==> src/rtl/pulse_pkg.sv <==
// Shared definitions for the pulse-count link (generator and detector).
// State encoding is common to both ends so traces read the same.
package pulse_pkg;

  localparam int CNT_W_DEF = 4;

  typedef enum logic [1:0] {
    S_IDLE = 2'b00,
    S_HIGH = 2'b01,
    S_GAP  = 2'b10,
    S_DONE = 2'b11
  } state_t;

endpackage

==> src/rtl/pulse_train_gen_phase_counter.sv <==
// Loadable down-counter timing the HIGH and GAP phases.
// tc flags the last cycle of a phase (count value 1).
module phase_counter #(
  parameter int W = 2
) (
  input  logic         clk,
  input  logic         reset,
  input  logic         load,
  input  logic [W-1:0] load_val,
  output logic         tc
);

  logic [W-1:0] cnt;

  always_ff @(posedge clk or negedge reset) begin
    if (!reset) begin
      cnt <= '0;
    end else if (load) begin
      cnt <= load_val;
    end else if (cnt != '0) begin
      cnt <= cnt - W'(1);
    end
  end

  assign tc = (cnt == W'(1));

endmodule

==> src/rtl/pulse_train_gen.sv <==
// Burst generator: emits 'count' pulses of HIGH_CYCLES width separated by GAP_CYCLES low.
// Moore outputs, all registered; start/count only sampled in IDLE.
module pulse_train_gen
  import pulse_pkg::*;
#(
  parameter int CNT_W       = CNT_W_DEF,
  parameter int HIGH_CYCLES = 1,
  parameter int GAP_CYCLES  = 2
) (
  input  logic             clk,
  input  logic             reset,
  input  logic             start,
  input  logic [CNT_W-1:0] count,
  output logic             outsig,
  output logic             busy,
  output logic             done,
  output logic [CNT_W-1:0] pulses_sent
);

  localparam int PH_MAX = (HIGH_CYCLES > GAP_CYCLES) ? HIGH_CYCLES : GAP_CYCLES;
  localparam int PH_W   = $clog2(PH_MAX + 1);

  state_t           state;
  logic [CNT_W-1:0] target;
  logic [CNT_W-1:0] next_sent;
  logic             ph_load;
  logic [PH_W-1:0]  ph_val;
  logic             ph_tc;

  assign next_sent = pulses_sent + CNT_W'(1);

  always_comb begin
    ph_load = 1'b0;
    ph_val  = PH_W'(HIGH_CYCLES);
    case (state)
      S_IDLE: ph_load = start && (count != '0);
      S_HIGH: begin
        ph_load = ph_tc && (next_sent != target);
        ph_val  = PH_W'(GAP_CYCLES);
      end
      S_GAP:  ph_load = ph_tc;
      default: ph_load = 1'b0;
    endcase
  end

  phase_counter #(.W(PH_W)) u_phase (
    .clk      (clk),
    .reset    (reset),
    .load     (ph_load),
    .load_val (ph_val),
    .tc       (ph_tc)
  );

  always_ff @(posedge clk or negedge reset) begin
    if (!reset) begin
      state       <= S_IDLE;
      target      <= '0;
      pulses_sent <= '0;
      outsig      <= 1'b0;
      busy        <= 1'b0;
      done        <= 1'b0;
    end else begin
      case (state)
        S_IDLE: begin
          if (start) begin
            target      <= count;
            pulses_sent <= '0;
            if (count != '0) begin
              state  <= S_HIGH;
              outsig <= 1'b1;
              busy   <= 1'b1;
            end else begin
              state <= S_DONE;
              done  <= 1'b1;
            end
          end
        end
        S_HIGH: begin
          if (ph_tc) begin
            pulses_sent <= next_sent;
            outsig      <= 1'b0;
            // Full-width compare: target max is all-ones, so the counter never wraps.
            if (next_sent == target) begin
              state <= S_DONE;
              busy  <= 1'b0;
              done  <= 1'b1;
            end else begin
              state <= S_GAP;
            end
          end
        end
        S_GAP: begin
          if (ph_tc) begin
            state  <= S_HIGH;
            outsig <= 1'b1;
          end
        end
        S_DONE: begin
          done  <= 1'b0;
          state <= S_IDLE;
        end
        default: state <= S_IDLE;
      endcase
    end
  end

endmodule

==> config.mk <==
export PLATFORM = sky130hd
export DESIGN_NAME = pulse_train_gen
export DESIGN_NICKNAME = d
export VERILOG_FILES = /design/src/rtl/pulse_pkg.sv /design/src/rtl/pulse_train_gen_phase_counter.sv /design/src/rtl/pulse_train_gen.sv
export SDC_FILE = /design/constraint.sdc
export NUM_CORES = 1
export LEC_CHECK = 0
export ABC_AREA = 1
export CAP_MARGIN = 20
export CORE_MARGIN = 1.5
export CORE_UTILIZATION = 54
export CTS_BUF_LIST = sky130_fd_sc_hd__clkbuf_2
export DETAILED_ROUTE_END_ITERATION = 8
export PLACE_DENSITY_LB_ADDON = 0.12
export SETUP_SLACK_MARGIN = 0.15
export SLEW_MARGIN = 40
export SYNTH_ARGS = -nofsm -noshare
export SYNTH_HDL_FRONTEND = slang
export SYNTH_SLANG_ARGS = --single-unit
==> constraint.sdc <==
create_clock -name clk -period 2 [get_ports clk]
set_input_delay 0.4 -clock clk [delete_from_list [all_inputs] [get_ports clk]]
set_output_delay 0.4 -clock clk [all_outputs]
set_load 0.02 [all_outputs]
Yosys cells after proc, flatten, opt, wreduce, memory -nomap -nowiden
Index checks and enable logic that the tools add are counted.

Register bits after elaboration: 15. Input port bits: 7. Output and inout port bits: 7. Word-level logic and storage cells: 62.

Add/subtract/negate cells: 2. Equal/unequal tests: 12. Muxes and demuxes: 26. Reduce and logical (&&, ||, !) cells: 15.

Operators by type and width (count): 5-bit AND reduction (3); 2-bit 2-to-1 mux (7); 2-bit != test, second input constant (6); 1-bit 2-to-1 mux (11); 1-bit one-hot mux with 3 select lines (3); 4-bit 2-to-1 mux (2); 2-bit one-hot mux with 4 select lines (1); 4-bit one-hot mux with 2 select lines (1); 3-bit AND reduction (2); 2-bit nonzero test (3); 3-bit nonzero test (2); 4-bit by 1-bit adder with 4-bit output, second input constant (1); 2-bit by 1-bit == test with 1-bit output, second input constant (2); 2-bit == test, second input constant (2); 4-bit == test (1); 4-bit != test (1); 4-bit nonzero test (1); 1-bit logical AND (2); 2-bit zero test (1); 1-bit one-hot mux with 2 select lines (1); 2-bit AND reduction (1); 2-bit by 1-bit subtractor with 2-bit output, second input constant (1).

Longest topological paths before layout
Depth after elaboration: 5. Gate-level depth with buffers: 13. Mapped depth without buffers: 13.

Hierarchy
From an unflattened synthesis, not the netlist that was laid out.

Cell total of the unflattened synthesis: 123. Area total of the unflattened synthesis: 904.6 µm².

Modules (own cells, without submodules): pulse_train_gen (instances 1, cells each 106, area an instance 773.2 µm², seq. area each 325.3 µm²); phase_counter (instances 1, cells each 17, area an instance 131.4 µm², seq. area each 50.0 µm²).

Worst setup path after synthesis
OpenSTA, ideal clock, no wires.

Path type: register to register. Start point: reg pulses_sent[0]. End point: reg u_phase.cnt[0]. Setup time: 117 ps. Arrival: 1539 ps. Required time: 1883 ps. Slack: 344 ps. Cell stages (with the launch flop): 12. Path buffers: 0. Clock period less this slack: 1656 ps. Path through: dfrtp_1 ha_1 nor2_1 o21ai_1 nor2_1 nand2_2 nand2_1 nand2_1 nand2_2 nand3_2 nand2_1 nand2_1.

Longest elaborated chain between the ends: 5. Elaborated cells on any way between the ends: 6. Those cells by class: add/sub: 1; eq/ne: 1; mux: 2; reduce/logical: 2.

RTL lines: from (decl) (RTL line pulse_train_gen.sv:17) `output logic [CNT_W-1:0] pulses_sent`; from (signal assigned) (RTL line pulse_train_gen.sv:80) `pulses_sent <= next_sent;`; 4-bit by 1-bit adder with 4-bit output (*) (RTL line pulse_train_gen.sv:30) `assign next_sent = pulses_sent + CNT_W'(1);`; 4-bit != test (*) (RTL line pulse_train_gen.sv:38) `ph_load = ph_tc && (next_sent != target);`; 1-bit logical AND (*) (RTL line pulse_train_gen.sv:38); 1-bit one-hot mux with 3 select lines (*) (RTL line pulse_train_gen.sv:35) `case (state)`; 2-bit 2-to-1 mux or 2-bit nonzero test (tied branches); to (signal assigned) (RTL line pulse_train_gen_phase_counter.sv:19) `cnt <= load_val;`; to (signal assigned) (RTL line pulse_train_gen_phase_counter.sv:21) `cnt <= cnt - W'(1);`; to (decl) (RTL line pulse_train_gen_phase_counter.sv:13) `logic [W-1:0] cnt;`.

Every way passes the cells marked *; elsewhere a longest branch is shown, timed or not. A chain may end at the register's enable or synchronous reset.

Final worst setup path
Start point: reg pulses_sent[1]. End point: out pulses_sent[1].

No word-level cell between the ends.

==> impl_metrics.tcl <==
set metrics [dict create \
    finish.net_count 150 \
    cts_hold_repair.buffers 0 \
    ys_top_cells_by_area "sky130_fd_sc_hd__dfrtp_1 (42%), sky130_fd_sc_hd__nand2_1 (13%), sky130_fd_sc_hd__inv_1 (7.9%)" \
    setup_ws_ns 0.214 \
    setup_total_neg_slack_ns 0 \
    finish.utilization_pct 71.3 \
    worst_path_max_delay_cell "sky130_fd_sc_hd__clkdlybuf4s50_1" \
    timing.rr.start "pulses_sent[1]$_DFFE_PN0P_" \
    synth_cell_type_count 22 \
    routabilityCongestion 0.767 \
    final-max-slew-violation-count 0 \
    detailedRoute.firstPassIterationCount 4 \
    die_h_um 43.8 \
    drv.max_cap_violation_count 0 \
    clk_pin_slew_worst_paths_ns 0.16 \
    postSynthCellCount 120 \
    xor_xnor_cell_area_share_of_the_yosys_netlist_pct 0 \
    dieWidth_um 43.8 \
    clkLatencyLatePin_ns 0.30 \
    primary_flip_flop_cell_chosen_by_synthesis_mapping "sky130_fd_sc_hd__dfrtp_1" \
    drt_iter0_drc 26 \
    drt_wl_total_um 1830 \
    path_class "reg -> out" \
    drc_errors 0 \
    powerDensity_nw_per_um2 1480 \
    timing.critical_path.buf_inv 1 \
    fillerInstances 120 \
    clockRootBuffer "sky130_fd_sc_hd__clkbuf_2" \
    synth.largest_area_cell "sky130_fd_sc_hd__dfrtp_1" \
    synth.cell_area_sq_um 900 \
    placement_stage_worst_setup_slack_ns 0.247 \
    synth-simple-area-share_pct 33.0 \
    worstPathArrival_ns 1.39 \
    synth.most_common_cell "sky130_fd_sc_hd__nand2_1" \
    synth_top_family_by_area "simple AND/OR/NAND/NOR gates" \
    synth_fp_nets 130 \
    yosys-top-cells-count "sky130_fd_sc_hd__nand2_1 (31), sky130_fd_sc_hd__inv_1 (19), sky130_fd_sc_hd__dfrtp_1 (15), sky130_fd_sc_hd__nand3_1 (10), sky130_fd_sc_hd__o21ai_0 (7)" \
    hold_class "in -> async" \
    setup_repair_after_global_routing_missed_its_margin "true" \
    flow.area_growth_from_synthesis_pct 20.9 \
    h_tree_lvl_count 1 \
    worstMarginPinSlew_ns 0.296 \
    ys_warn_count 0 \
    grtUsageTotal_pct 21.6 \
    synth_top_area_share_pct 41.7 \
    path_delay_family "buffers and inverters" \
    setup_violations 0 \
    total_die_area_sq_um 1920 \
    synth_compound_gate_area_share_pct 11.1 \
    postSynthRegisterBits 15 \
    ios 14 \
    numCtsBuffers 3 \
    cts-root-to-sink-buffers 2 \
    sequential_area_share_after_synthesis_pct 41.7 \
    grt_pass1_vias 769 \
    floorplan.rows 14 \
    clock_tree_from_tritoncts "done" \
    port_buffers 13 \
    async_reset_ff_share_pct 100 \
    timing.critical_path.fanout_max 6 \
    slew-limit-headroom_pct 80.0 \
    wire_length_of_the_first_global_routing_pass_um 3090 \
    worstPathRequired_ns 1.60 \
    hpwlAfterDp_um 1390 \
    design.core.area_sq_um 1520 \
    worstReg2RegEnd "u_phase.cnt[0]$_DFFE_PN0P_" \
    final_period_minus_worst_setup_slack_ns 1.79 \
    final.setup_skew_ns 0.0168 \
    timing.critical_path.to_type "primary output" \
    ant_nets 0 \
    finalPower_w 0.00161 \
    grt_overflow 0 \
    maxClockFrequency_mhz 560 \
    vias 837 \
    antenna_found_initial 0 \
    critPathLaunchType "flip-flop" \
    number_of_hold_slack_violations_in_the_final_timing_report 0 \
    post_drt_wl_per_cell_um 11.8 \
    largest_net_degree_at_the_start_of_global_routing 16 \
    tritoncts_num_sinks 15 \
    rrSetupSlack_ns 0.32 \
    worstRegToRegCells 11 \
    synth-edff-count 0 \
    post_route_cells_drive_above_1_share_pct 16.5 \
    power.static_leakage_nw 0.543 \
    via_per_inst 5.40 \
    timing.critical_path.slowest_cell_delay_ns 0.63 \
    initial_core_util_pct 59.0 \
    postSynthAreaPerCell_sq_um 7.50 \
    outcome "finished, final reports clean" \
    synth_adder_area_share_pct 4.17 \
    fin_crit_sh_pct 89.3 \
    max_rail_drop_vdd_v 0.000704 \
    critical_path.cell_chain "clkdlybuf4s50_1" \
    synth_mux_area_share_pct 0 \
    antenna-diode-count 0 \
]
[worst reg2reg max path, cell delays in order, from the launching register on]
cell and delay [ns]:
sky130_fd_sc_hd__dfrtp_1 0.46, sky130_fd_sc_hd__ha_1 0.34, sky130_fd_sc_hd__nor2_1 0.11, sky130_fd_sc_hd__o21ai_1 0.07, sky130_fd_sc_hd__nor2_1 0.13, sky130_fd_sc_hd__nand2_2 0.09
sky130_fd_sc_hd__nand2_1 0.09, sky130_fd_sc_hd__nand2_1 0.07, sky130_fd_sc_hd__nand2_2 0.08, sky130_fd_sc_hd__nand3_2 0.06, sky130_fd_sc_hd__nand2_1 0.06, sky130_fd_sc_hd__nand2_1 0.04
[report_power, final]
part           leakage [nW]  internal [W]  switching (W)  total, W
Combinational         0.346      0.000370       0.000528  0.000899
Clock                0.0166     0.0000530       0.000104  0.000157
Sequential            0.180      0.000432       0.000121  0.000553
Total                 0.543      0.000855       0.000753   0.00161
[state kept, by name (all words and copies together), names as in the netlist]
| name | cells |
|---|---|
| target | 4 |
| busy | 1 |
| done | 1 |
| pulses_sent | 4 |
| outsig | 1 |
| u_phase.cnt | 2 |
| state | 2 |
[area by class of cell]
cell class	count	area (sq um)	share of cell area, %
Multi-Input combinational cell	81	434	39.9
Sequential cell	15	378	34.8
Timing Repair Buffer	15	145	13.3
Inverter	24	90.1	8.29
Clock buffer	4	20.0	1.84
Tap cell	16	20.0	1.84
[how the worst max path moves through the flow]
stage / start / end / slack (ns) / cells after the start
6_report: pulses_sent[1]$_DFFE_PN0P_ / pulses_sent[1] / 0.21 / 1
5_1_grt: pulses_sent[0]$_DFFE_PN0P_ / u_phase.cnt[0]$_DFFE_PN0P_ / 0.11 / 11
4_1_cts: pulses_sent[2]$_DFFE_PN0P_ / pulses_sent[2] / 0.16 / 1
3_5_place_dp: start / u_phase.cnt[0]$_DFFE_PN0P_ / 0.25 / 8
3_3_place_gp: start / u_phase.cnt[0]$_DFFE_PN0P_ / 0.26 / 8
2_1_floorplan: pulses_sent[0]$_DFFE_PN0P_ / u_phase.cnt[0]$_DFFE_PN0P_ / 0.34 / 11
[cells by family (layout without fill, tap and decap cells)]
group           after synthesis  in the layout
fa+ha+maj                     3              3
buf+inv                      24             43
simple gates                 61             61
flops                        15             15
compound gates               17             17
[cells in the final DEF (no fill, tap or decap), types with 2 or more instances in the layout]
cell	count
sky130_fd_sc_hd__nand2_2	5
sky130_fd_sc_hd__clkdlybuf4s50_1	13
sky130_fd_sc_hd__nand3_1	10
sky130_fd_sc_hd__dfrtp_1	13
sky130_fd_sc_hd__nor2_1	5
sky130_fd_sc_hd__ha_1	3
sky130_fd_sc_hd__dfrtp_2	2
sky130_fd_sc_hd__clkbuf_2	4
sky130_fd_sc_hd__inv_1	19
sky130_fd_sc_hd__nand2_1	31
sky130_fd_sc_hd__buf_4	2
sky130_fd_sc_hd__o21ai_1	4
sky130_fd_sc_hd__o21ai_0	7
sky130_fd_sc_hd__nand4_1	5
sky130_fd_sc_hd__inv_2	5
[metal layers]
layer / track usage (%) / wire length, um / vias to the layer above
li1: - / - / 425
met3: 3.75 / 88 / 5
met1: 31.4 / 945 / 384
met2: 32.4 / 775 / 23
met5: 0 / 0 / -
met4: 7.27 / 21 / 0
[timing repair]
action | 4_1_cts | 5_1_grt
gates resized for setup | 0 | 2
buffers inserted | 0 | 1
endpoints found under the setup margin | 0 | 4
hold endpoints to repair | 0 | 0
[metrics by stage]
step | hold slack [ns] | cells | instance area [sq um]
after global routing | 0.399 | 155 | 1090
after global placement | 0.488 | 150 | 1060
final | 0.387 | 155 | 1090
after CTS | 0.395 | 154 | 1080
after detailed placement | 0.481 | 150 | 1060
after floorplan | 0.104 | 120 | 900
Note: power is estimated with default switching activity, not from simulation.
